$ cat src/rtl/sum_pkg.sv
// Shared definitions for the word-serial adder sequencer.
//   sum_state_e : controller FSM states
//   DefaultN/W  : default operand and slice widths
//   PropBit     : fill bit for slice operand b on non-accepted cycles
package sum_pkg;

  typedef enum logic [1:0] {
    StIdle,
    StClr,
    StRun,
    StDrain
  } sum_state_e;

  localparam int unsigned DefaultN = 1024;
  localparam int unsigned DefaultW = 32;

  // a=0, b=all-ones makes the slice reproduce its carry-in as carry-out.
  localparam logic PropBit = 1'b1;

endpackage

$ cat src/rtl/sum_seq_ctrl.sv
// Sequencer for a word-serial carry-chained adder slice.
// Streams an N-bit addition into a W-bit slice as CC = N/W word pairs, LSW first,
// returns CC result words through a single output register and reports the final carry.
// Ports:
//   clk, rst            clock, synchronous active-high reset
//   start, busy, done   operation control / status (done is a one-cycle pulse)
//   cout                final carry-out, valid from done until the next start
//   in_valid/in_ready   operand word pair handshake, in_a / in_b operand words
//   out_valid/out_ready result word handshake, out_data / out_last result word
//   slice_rst           slice carry reset
//   slice_a, slice_b    slice operands; slice_c slice sum (combinational)
module sum_seq_ctrl
  import sum_pkg::*;
#(
  parameter int unsigned N = DefaultN,
  parameter int unsigned W = DefaultW
) (
  input  logic         clk,
  input  logic         rst,
  input  logic         start,
  output logic         busy,
  output logic         done,
  output logic         cout,
  input  logic         in_valid,
  output logic         in_ready,
  input  logic [W-1:0] in_a,
  input  logic [W-1:0] in_b,
  output logic         out_valid,
  input  logic         out_ready,
  output logic [W-1:0] out_data,
  output logic         out_last,
  output logic         slice_rst,
  output logic [W-1:0] slice_a,
  output logic [W-1:0] slice_b,
  input  logic [W-1:0] slice_c
);

  localparam int unsigned CC   = N / W;
  localparam int unsigned CntW = (CC > 1) ? $clog2(CC) : 1;
  localparam logic [CntW-1:0] LastIdx = CntW'(CC - 1);

  if ((W == 0) || (N == 0) || ((N % W) != 0)) begin : g_param_check
    $error("sum_seq_ctrl: N must be a non-zero multiple of W");
  end

  sum_state_e    state_q;
  logic [CntW-1:0] count_q;
  logic          out_valid_q;
  logic [W-1:0]  out_data_q;
  logic          out_last_q;
  logic          done_q;
  logic          cout_q;
  logic          cout_hold_q;

  logic accept;
  logic out_hs;
  logic word_cout;

  always_comb begin
    in_ready  = !rst && (state_q == StRun) && (!out_valid_q || out_ready);
    accept    = in_valid && in_ready;
    out_hs    = out_valid_q && out_ready;
    slice_rst = rst || (state_q == StClr);
    slice_a   = accept ? in_a : '0;
    slice_b   = accept ? in_b : {W{PropBit}};
    // Carry out of the MSB recovered from the operand and sum MSBs.
    word_cout = (in_a[W-1] & in_b[W-1]) | ((in_a[W-1] ^ in_b[W-1]) & ~slice_c[W-1]);
  end

  always_ff @(posedge clk) begin
    if (rst) begin
      state_q     <= StIdle;
      count_q     <= '0;
      out_valid_q <= 1'b0;
      out_data_q  <= '0;
      out_last_q  <= 1'b0;
      done_q      <= 1'b0;
      cout_q      <= 1'b0;
      cout_hold_q <= 1'b0;
    end else begin
      done_q <= 1'b0;

      unique case (state_q)
        StIdle: begin
          if (start) begin
            state_q <= StClr;
            count_q <= '0;
          end
        end
        StClr: begin
          state_q <= StRun;
        end
        StRun: begin
          if (accept) begin
            count_q <= count_q + CntW'(1);
            if (count_q == LastIdx) begin
              cout_hold_q <= word_cout;
              state_q     <= StDrain;
            end
          end
        end
        StDrain: begin
          // done is raised while still busy, so a start seen alongside it is ignored.
          if (done_q) begin
            state_q <= StIdle;
          end else if (out_hs && out_last_q) begin
            done_q <= 1'b1;
            cout_q <= cout_hold_q;
          end
        end
        default: state_q <= StIdle;
      endcase

      // Single output stage: a new word may replace the old one in its handshake cycle.
      if (accept) begin
        out_valid_q <= 1'b1;
        out_data_q  <= slice_c;
        out_last_q  <= (count_q == LastIdx);
      end else if (out_hs) begin
        out_valid_q <= 1'b0;
      end
    end
  end

  assign busy      = (state_q != StIdle);
  assign done      = done_q;
  assign cout      = cout_q;
  assign out_valid = out_valid_q;
  assign out_data  = out_data_q;
  assign out_last  = out_last_q;

endmodule

$ cat config.mk
export PLATFORM = sky130hd
export DESIGN_NAME = sum_seq_ctrl
export DESIGN_NICKNAME = d
export VERILOG_FILES = /design/src/rtl/sum_pkg.sv /design/src/rtl/sum_seq_ctrl.sv
export SDC_FILE = /design/constraint.sdc
export NUM_CORES = 1
export LEC_CHECK = 0
export ABC_CLOCK_PERIOD_IN_PS = 2600
export BUFFER_PORTS_ARGS = -buffer_cell sky130_fd_sc_hd__buf_2
export CAP_MARGIN = 20
export CORE_MARGIN = 1
export CORE_UTILIZATION = 37
export CTS_CLUSTER_SIZE = 16
export DETAILED_ROUTE_END_ITERATION = 6
export GPL_TIMING_DRIVEN = 0
export PLACE_DENSITY = 0.8
export SYNTH_ARGS = -nofsm -noshare
export SYNTH_HDL_FRONTEND = slang
export SYNTH_SLANG_ARGS = --single-unit
$ cat constraint.sdc
create_clock -name clk -period 2.6 [get_ports clk]
set_clock_uncertainty 0.05 [all_clocks]
set_input_delay 0.39 -clock clk [delete_from_list [all_inputs] [get_ports clk]]
set_output_delay 0.39 -clock clk [all_outputs]
set_load 0.1 [all_outputs]
* After elaboration in Yosys (flattened, before gate mapping)
Cells that the tools add are included.
** Word-level totals
- Flip-flop bits (word level) :: 44
- Input bits :: 101
- Output and inout bits :: 103
- Word-level logic and storage cells :: 55
** Operators by class
- Add/subtract/negate cells :: 1
- Equal/unequal tests :: 8
- Multiplexer cells :: 13
- Bitwise operators :: 7
- Reductions and logical operators :: 18
** Operators with widths (number)
- 32-bit two-way mux :: 2
- 5-bit two-way mux :: 2
- 5-bit case mux with 2 select lines :: 1
- 3-bit AND reduction :: 3
- 2-bit two-way mux :: 4
- 2-bit case mux with 4 select lines :: 1
- 2-bit != test (second input constant) :: 3
- 2-bit nonzero test :: 3
- 5-bit by 1-bit adder with 5-bit output (second input constant) :: 1
- 5-bit == test (second input constant) :: 1
- 1-bit logical AND :: 5
- 2-bit == test (second input constant) :: 2
- 4-bit AND reduction :: 1
- 1-bit two-way mux :: 3
- 1-bit NOT :: 3
- 3-bit OR reduction :: 1
- 1-bit bitwise AND :: 2
- 2-bit by 1-bit == test with 1-bit output (second input constant) :: 1
- 1-bit logical NOT :: 2
- 2-bit logical NOT :: 1
- 1-bit logical OR :: 2
- 2-bit by 1-bit != test with 1-bit output (second input constant) :: 1
- 1-bit OR :: 1
- 1-bit bitwise XOR :: 1

* Depth between registers and ports, before layout
Gate-level depths: netlist of run 1.
- Depth in word-level cells :: 6
- Mapped depth :: 8
- Gate-level depth less buffers :: 7

* Worst setup path before layout of run 1
Ideal clock, no wire load.
- Path type :: reg2out
- Start point :: register out_valid_q, in the netlist out_valid
- End point :: output port slice_b[10]
- Arrival :: 2.456 ns
- Data required time :: 2.160 ns
- Slack :: -0.296 ns
- Stages on the path, launching flop included :: 6
- Path buffers :: 2
- Cells stage by stage :: dfxtp_1 > nor2b_1 > nor3_1 > buf_2 > clkbuf_1 > nand2b_1
** Between the ends
- Word-level cells in the longest chain between the ends :: 5
** RTL lines
- from (decl) :: line sum_seq_ctrl.sv:48 : logic out_valid_q;
- from (signal assigned) :: line sum_seq_ctrl.sv:74 : out_valid_q <= 1'b0;
- from (signal assigned) :: line sum_seq_ctrl.sv:116 : out_valid_q <= 1'b1;
- from (signal assigned) :: line sum_seq_ctrl.sv:120 : out_valid_q <= 1'b0;
- 1-bit logical NOT :: line sum_seq_ctrl.sv:60 : in_ready = !rst && (state_q == StRun) && (!out_valid_q || out_ready);
- 1-bit logical OR :: line sum_seq_ctrl.sv:60
- 1-bit logical AND :: line sum_seq_ctrl.sv:60
- 1-bit logical AND :: line sum_seq_ctrl.sv:61 : accept = in_valid && in_ready;
- 32-bit two-way mux :: line sum_seq_ctrl.sv:65 : slice_b = accept ? in_b : {W{PropBit}};
- to (decl) :: line sum_seq_ctrl.sv:34 : output logic [W-1:0] slice_b,
Every way passes these cells.

* Final worst setup path of run 1
- Start point :: register state_q[0]
- End point :: output port slice_a[26]
** Between the ends
- Word-level cells in the longest chain between the ends :: 5
** RTL lines
- from (decl) :: line sum_seq_ctrl.sv:46 : sum_state_e state_q;
- from (signal assigned) :: line sum_seq_ctrl.sv:72 : state_q <= StIdle;
- from (signal assigned) :: line sum_seq_ctrl.sv:86 : state_q <= StClr;
- from (signal assigned) :: line sum_seq_ctrl.sv:91 : state_q <= StRun;
- 2-bit == test :: line sum_seq_ctrl.sv:60
- 1-bit logical AND (2 in a row) :: line sum_seq_ctrl.sv:60
- 1-bit logical AND :: line sum_seq_ctrl.sv:61
- 32-bit two-way mux :: line sum_seq_ctrl.sv:64 : slice_a = accept ? in_a : '0;
- to (decl) :: line sum_seq_ctrl.sv:33 : output logic [W-1:0] slice_a,
Every way passes these cells.

==> metrics.txt, run 1 <==
vias per cell=4.826; Clock Power Share=23.6%; Filler Cell Count=500; GRT overflow=0; TritonCTS clock tree=built; CP endpoint kind=output pin; Avg Synthesized Cell Area=7.615 um2; register area share after synthesis=39.75%; CP max FO=10; final hold vios=0; # diodes=0; Starting Density=39.28%; yosys warns=0; WL final=8255 um; maximum vdd ir drop=0.0002590 V; Root Buffer=clkbuf_8; Post-CTS Setup Inserts=0; Main synth FF type=dfxtp_1; # nets final=610; final period utilization=95.46%; Post-synth ARST share=0%; Max transition margin=64.27%; DR pass1 iterations=4; area delta synth->final=67.02%; DR WL/cell=14.38 um; Sw Share=44.57%; Clock Path Buffers=2; # IOs=204; Post-synth EDFFs=0; Synthesized Nets=400; CP arrival=2.04 ns; hold-fix buffers at CTS=0; Netlist cell types=33; min Tclk post-route=2.482 ns; Antenna Nets Post-Route=0; Initial DRC Count=68; Comb power frac=42.9%; area of the multi-input gates=1323 um2; CTS sink count=44; H-tree depth=2; largest net degree at the start of global routing=14; Mapped Area=2216 um2; Design Power=2.216 mW; count of input and output buffers=202; Core ar.=5642 um2; top post-synthesis cells by area=dfxtp_1 (40%), nand2_1 (11%), nand2b_1 (9.6%); Finished Cell Area=3701 um2; max cap viols=0; antenna violations before repair=0; HPWL after DPL=6468 um; Total GRT Usage=25.79%; fmax=402.9 MHz; first-pass GRT wire length=12330 um; Rows=27; clock slew at reported path FFs=0.08 ns; Layout Cells excl Fill=574; placed cells=565; Clock Latency Late Sink=0.30 ns; Die ar.=6302 um2; Final Max Slew Viols=0; vias in the first global route=2571; Sequential cell area=880.8 um2; GPL Wtd Cong=0.8267; HP Class=primary input to register; Die Span X=79.39 um; Setup Viol. Count Final=0; startpoint types=register; post-synthesis cell count=291; worst-margin pin slew=0.5360 ns; CTS buffer count=5; Synth top area share=39.75%; Psw=0.9876 mW; Flop pwr share=33.5%; leading area contributor after synthesis=dfxtp_1; Leakage=1.782 nW; Die Ht=79.39 um; Int Pwr=1.228 mW; status=completed; Area after DPL=3387 um2; cell area power density=598.7 nW/um2; kind of critical path=register to output pin; layout cell share with drive strength beyond 1=54.38%; #FFs+latches synth=44; Critical Path RT=2.16 ns; total number of vias=2770; # DRC=0
-- per-stage QoR --
| stage | utilization, % | hold WS [ns] | setup TNS (ns) | worst slack (ns) |
|---|---|---|---|---|
| floorplan | - | 0.3957 | -5.992 | -0.2956 |
| global placement | 60.04 | 0.3890 | -2.471 | -0.2281 |
| detailed placement | 60.04 | 0.3931 | -4.789 | -0.2680 |
| CTS | 65.36 | 0.2677 | 0 | 0.001741 |
| global route | 65.60 | 0.2736 | -0.01506 | -0.01356 |
| finish | 65.60 | 0.2699 | 0 | 0.1180 |
-- sequential cells by signal, summed over array words and instances, names as in the netlist --
signal / cells
cout: 1
out_valid: 1
done: 1
state_q: 2
count_q: 5
out_last: 1
out_data: 32
cout_hold_q: 1
-- worst paths after layout --
kind                    start     endpoint  slack (ns)  depth (start not counted)
setup / recovery   state_q[0]  slice_a[26]        0.12                          8
hold / removal            rst   count_q[1]        0.27                          2
setup reg to reg   count_q[0]   state_q[1]        0.57                          7
hold reg to reg   out_data[4]  out_data[4]        0.40                          2
-- critical path, cell delays in order, from the launching register on --
cell and delay (ns):
dfxtp_1 0.34, inv_2 0.11, ha_4 0.19, nand2b_4 0.09, nor3_4 0.17, buf_4 0.19
clkbuf_2 0.19, and2_2 0.17, buf_4 0.28
-- routing by layer --
| layer | GRT usage [%] | part of all wire (%) | wire, um |
|---|---|---|---|
| met1 | 29.75 | 41 | 3351 |
| met5 | 0 | 0 | 0 |
| met3 | 5.714 | 7.0 | 580 |
| met4 | 9.636 | 2.7 | 226 |
| met2 | 46.21 | 50 | 4097 |
-- cell type report --
cell class | count | area share [%]
Buffer | 20 | 2.705
Inverter | 6 | 0.6085
Tap cell | 72 | 2.434
Sequential cell | 44 | 23.80
Clock inverter | 2 | 0.9466
Clock buffer | 6 | 1.961
Multi-Input combinational cell | 221 | 35.73
Timing Repair Buffer | 203 | 31.81
-- power by group through the flow --
stage	Clock [mW]	Sequential [mW]	Combinational [mW]
6_report	0.523	0.741	0.952
5_1_grt	0.556	0.746	0.999
4_1_cts	0.529	0.740	0.949
3_5_place_dp	0	0.754	0.918
3_3_place_gp	0	0.751	0.906
2_1_floorplan	0	0.957	0.521
-- logic make-up (layout without fill, tap and decap cells) --
logic type / Yosys count / after routing / share of synthesized area (%)
simple gates: 157 / 157 / 36.59
compound gates: 54 / 54 / 13.33
flops: 44 / 44 / 39.75
buf+inv: 26 / 237 / 4.912
fa+ha+maj: 8 / 8 / 4.517
mux: 2 / 2 / 0.9035
-- synth_stat cells, types with 4 or more instances --
library cell  count
and2_1           32
o21ai_0           7
inv_1             6
nor2b_1           5
clkbuf_1         13
ha_1              8
nand2b_1         34
dfxtp_1          44
nand2_1          67
nand3_1           4
a21oi_1          39
-- cell usage in the layout (no fill, tap or decap), types with 3 or more instances in the layout --
master | synthesis | routed
buf_6 | 1 | 14
and2_2 | 0 | 32
a21oi_1 | 39 | 39
ha_1 | 8 | 7
inv_1 | 6 | 5
nor2b_1 | 5 | 4
buf_2 | 3 | 161
clkbuf_8 | 0 | 5
nand2_1 | 67 | 67
nor2_1 | 3 | 3
buf_4 | 0 | 33
nand4_1 | 3 | 3
o21ai_0 | 7 | 7
clkbuf_1 | 13 | 8
dfxtp_1 | 44 | 44
nand2b_2 | 0 | 12
clkbuf_2 | 0 | 5
nand2b_1 | 34 | 22
nand3_1 | 4 | 4
-- repair_timing --
item / 4_1_cts / 5_1_grt
resized for setup: 66 / 9
setup endpoints to repair: 64 / 54
gates cloned: 1 / 0
No activity file was read; power rests on OpenSTA's default activity.
==> run 2: changes to the inputs <==
Settings changed: ABC_CLOCK_PERIOD_IN_PS 2600 to 2400.
Clock period 2.6 ns to 2.4 ns, I/O delays scaled along.
==> metrics.txt, run 2 (synthesized netlist as in run 1, its figures left out) <==
status=completed; startpoint types=register; Hold Path Stages=3 (+1); HP Class=primary input to register; antenna violations before repair=0 (unchanged); CP endpoint kind=output pin; vias per cell=4.811 (-0.30%); Rows=27 (unchanged); Finished Cell Area=4076 um2 (+10%); Core ar.=5642 um2 (unchanged); Worst Path Buf+Inv=4 (unchanged); Critical Path RT=1.99 ns (-0.17 ns); Initial DRC Count=71 (+4.4%); DR WL/cell=14.85 um (+3.3%); launch point of the worst hold path=slice_c[18]; final hold vios=0 (unchanged); worst-case reg-to-reg path depth=7 (unchanged); Root Buffer=clkbuf_8; min Tclk post-route=2.339 ns; largest net degree at the start of global routing=14 (unchanged); Final Worst Setup Slack=0.06103 ns (-0.05701 ns); GPL Wtd Cong=0.7928 (-4.1%); post-place setup slack=-0.3488 ns (-0.08083 ns); CTS sink count=44 (unchanged); Die Ht=79.39 um (unchanged); Die ar.=6302 um2 (unchanged); Crit-path slowest cell=dfxtp_1; # DRC=0 (unchanged); CP arrival=1.93 ns (-0.11 ns); WL final=8569 um (+3.8%); # diodes=0 (unchanged); Reg-to-Reg Start=count_q[0]; CTS buffer count=5 (unchanged); maximum vdd ir drop=0.0003431 V (+32%); Layout Utilization=72.26% (+6.7 points); GRT overflow=0 (unchanged); Starting Density=39.28% (unchanged); number of flip-flops in the largest register=32 (unchanged); Area after DPL=3438 um2 (+1.5%); placed cells=565 (unchanged); first-pass GRT wire length=12450 um (+0.95%); Clock Path Buffers=2 (unchanged); cell area power density=603.2 nW/um2 (+0.75%); # nets final=613 (+0.49%); # IOs=204 (unchanged); final period utilization=97.46%; Clock Latency Late Sink=0.30 ns (about the same); clock slew at reported path FFs=0.08 ns (about the same); most common cell after layout, fill and taps aside=buf_2; H-tree depth=2 (unchanged); layout cell share with drive strength beyond 1=58.81% (+4.4 points); Die Span X=79.39 um (unchanged); Max transition margin=66.51% (+2.2 points); max cap viols=0 (unchanged); Layout Cells excl Fill=577 (+0.52%); reg-to-reg endpoint=state_q[1]; CP top delay family=buffers and inverters; Setup Viol. Count Final=0 (unchanged); Total GRT Usage=25.98% (+0.19 points); HPWL after DPL=6637 um (+2.6%); Final Max Slew Viols=0 (unchanged); fmax=427.5 MHz; worst-margin pin slew=0.4980 ns (-0.03804 ns); most frequent cells in the layout=buf_2 (141), nand2_1 (67), dfxtp_1 (43); worst path cell trace=inv_2 -> ha_4 -> nand2b_4 -> nor3_4 -> buf_6 -> clkbuf_4 -> and2_2 -> buf_8; DR pass1 iterations=6 (+2); Design Power=2.459 mW (+11%); kind of critical path=register to output pin; end of the worst hold path=out_data[18]; Antenna Nets Post-Route=0 (unchanged); CP max stage delay=0.35 ns (about the same); vias in the first global route=2551 (-0.78%); TritonCTS clock tree=built; CP max FO=10 (unchanged); area delta synth->final=83.96%; total number of vias=2776 (+0.22%); reg-to-reg slack, setup=0.37 ns (-0.20 ns); count of input and output buffers=202 (unchanged); Leakage=1.903 nW (+6.8%); hold-fix buffers at CTS=0 (unchanged)
## run 2: worst max path at each step
stage	depth (start not counted)	slack, ns	start	to
2_1_floorplan	7	-0.06	state_q[0]	slice_b[10]
3_5_place_dp	8	-0.35	state_q[0]	slice_a[31]
5_1_grt	8	-0.02	state_q[0]	slice_a[2]
6_report	8	0.06	state_q[0]	slice_a[7]
3_3_place_gp	8	-0.32	state_q[0]	slice_a[31]
4_1_cts	8	0.05	state_q[0]	slice_a[2]
## run 2: final cells by class
cell class	count	area [um2]
plain buffers	20	116.4
clock buffers	6	72.57
well taps	72	90.09
inverters	6	22.52
clock inverters	2	35.03
multi-input cells	221	1373
flip-flops and latches	44	882.1
repair buffers	206	1485
fillers	445	1565
## run 2: what timing repair did
item                       CTS  global route
setup buffers                1             3
cloned                       0             0
setup endpoints to repair   64            64
resized for setup          121            40
## run 2: per-layer routing
metal / track usage (%) / wire length, um / part of all wire (%) / up-vias
met5: 0 / 0 / 0 / -
met4: 10.36 / 267 / 3.1 / 0
met3: 5.943 / 561 / 6.5 / 23
met2: 50.26 / 4710 / 55 / 125
met1: 26.55 / 3029 / 35 / 1264
li1: - / - / - / 1364
## run 2: worst register-to-register path, delay by kind of cell (launching register included)
family	cells	cell delay (ns)
buffers and inverters	1	0.07
DFF	1	0.38
adders and majority gates	2	0.44
and+or+nand+nor	2	0.62
AOI/OAI and AO/OA	2	0.41
## run 2: power by group
group / internal [mW] / leakage [nW] / switching [mW]
Combinational: 0.303 / 1.49 / 0.801
Sequential: 0.774 / 0.356 / 0.0309
Clock: 0.309 / 0.0552 / 0.242
## run 2: stage by stage
step	hold slack [ns]	TNS, ns
floorplan	0.3957	-1.250
global placement	0.3890	-10.74
detailed placement	0.3930	-14.27
CTS	0.2386	0
global route	0.2414	-0.4131
finish	0.2405	0
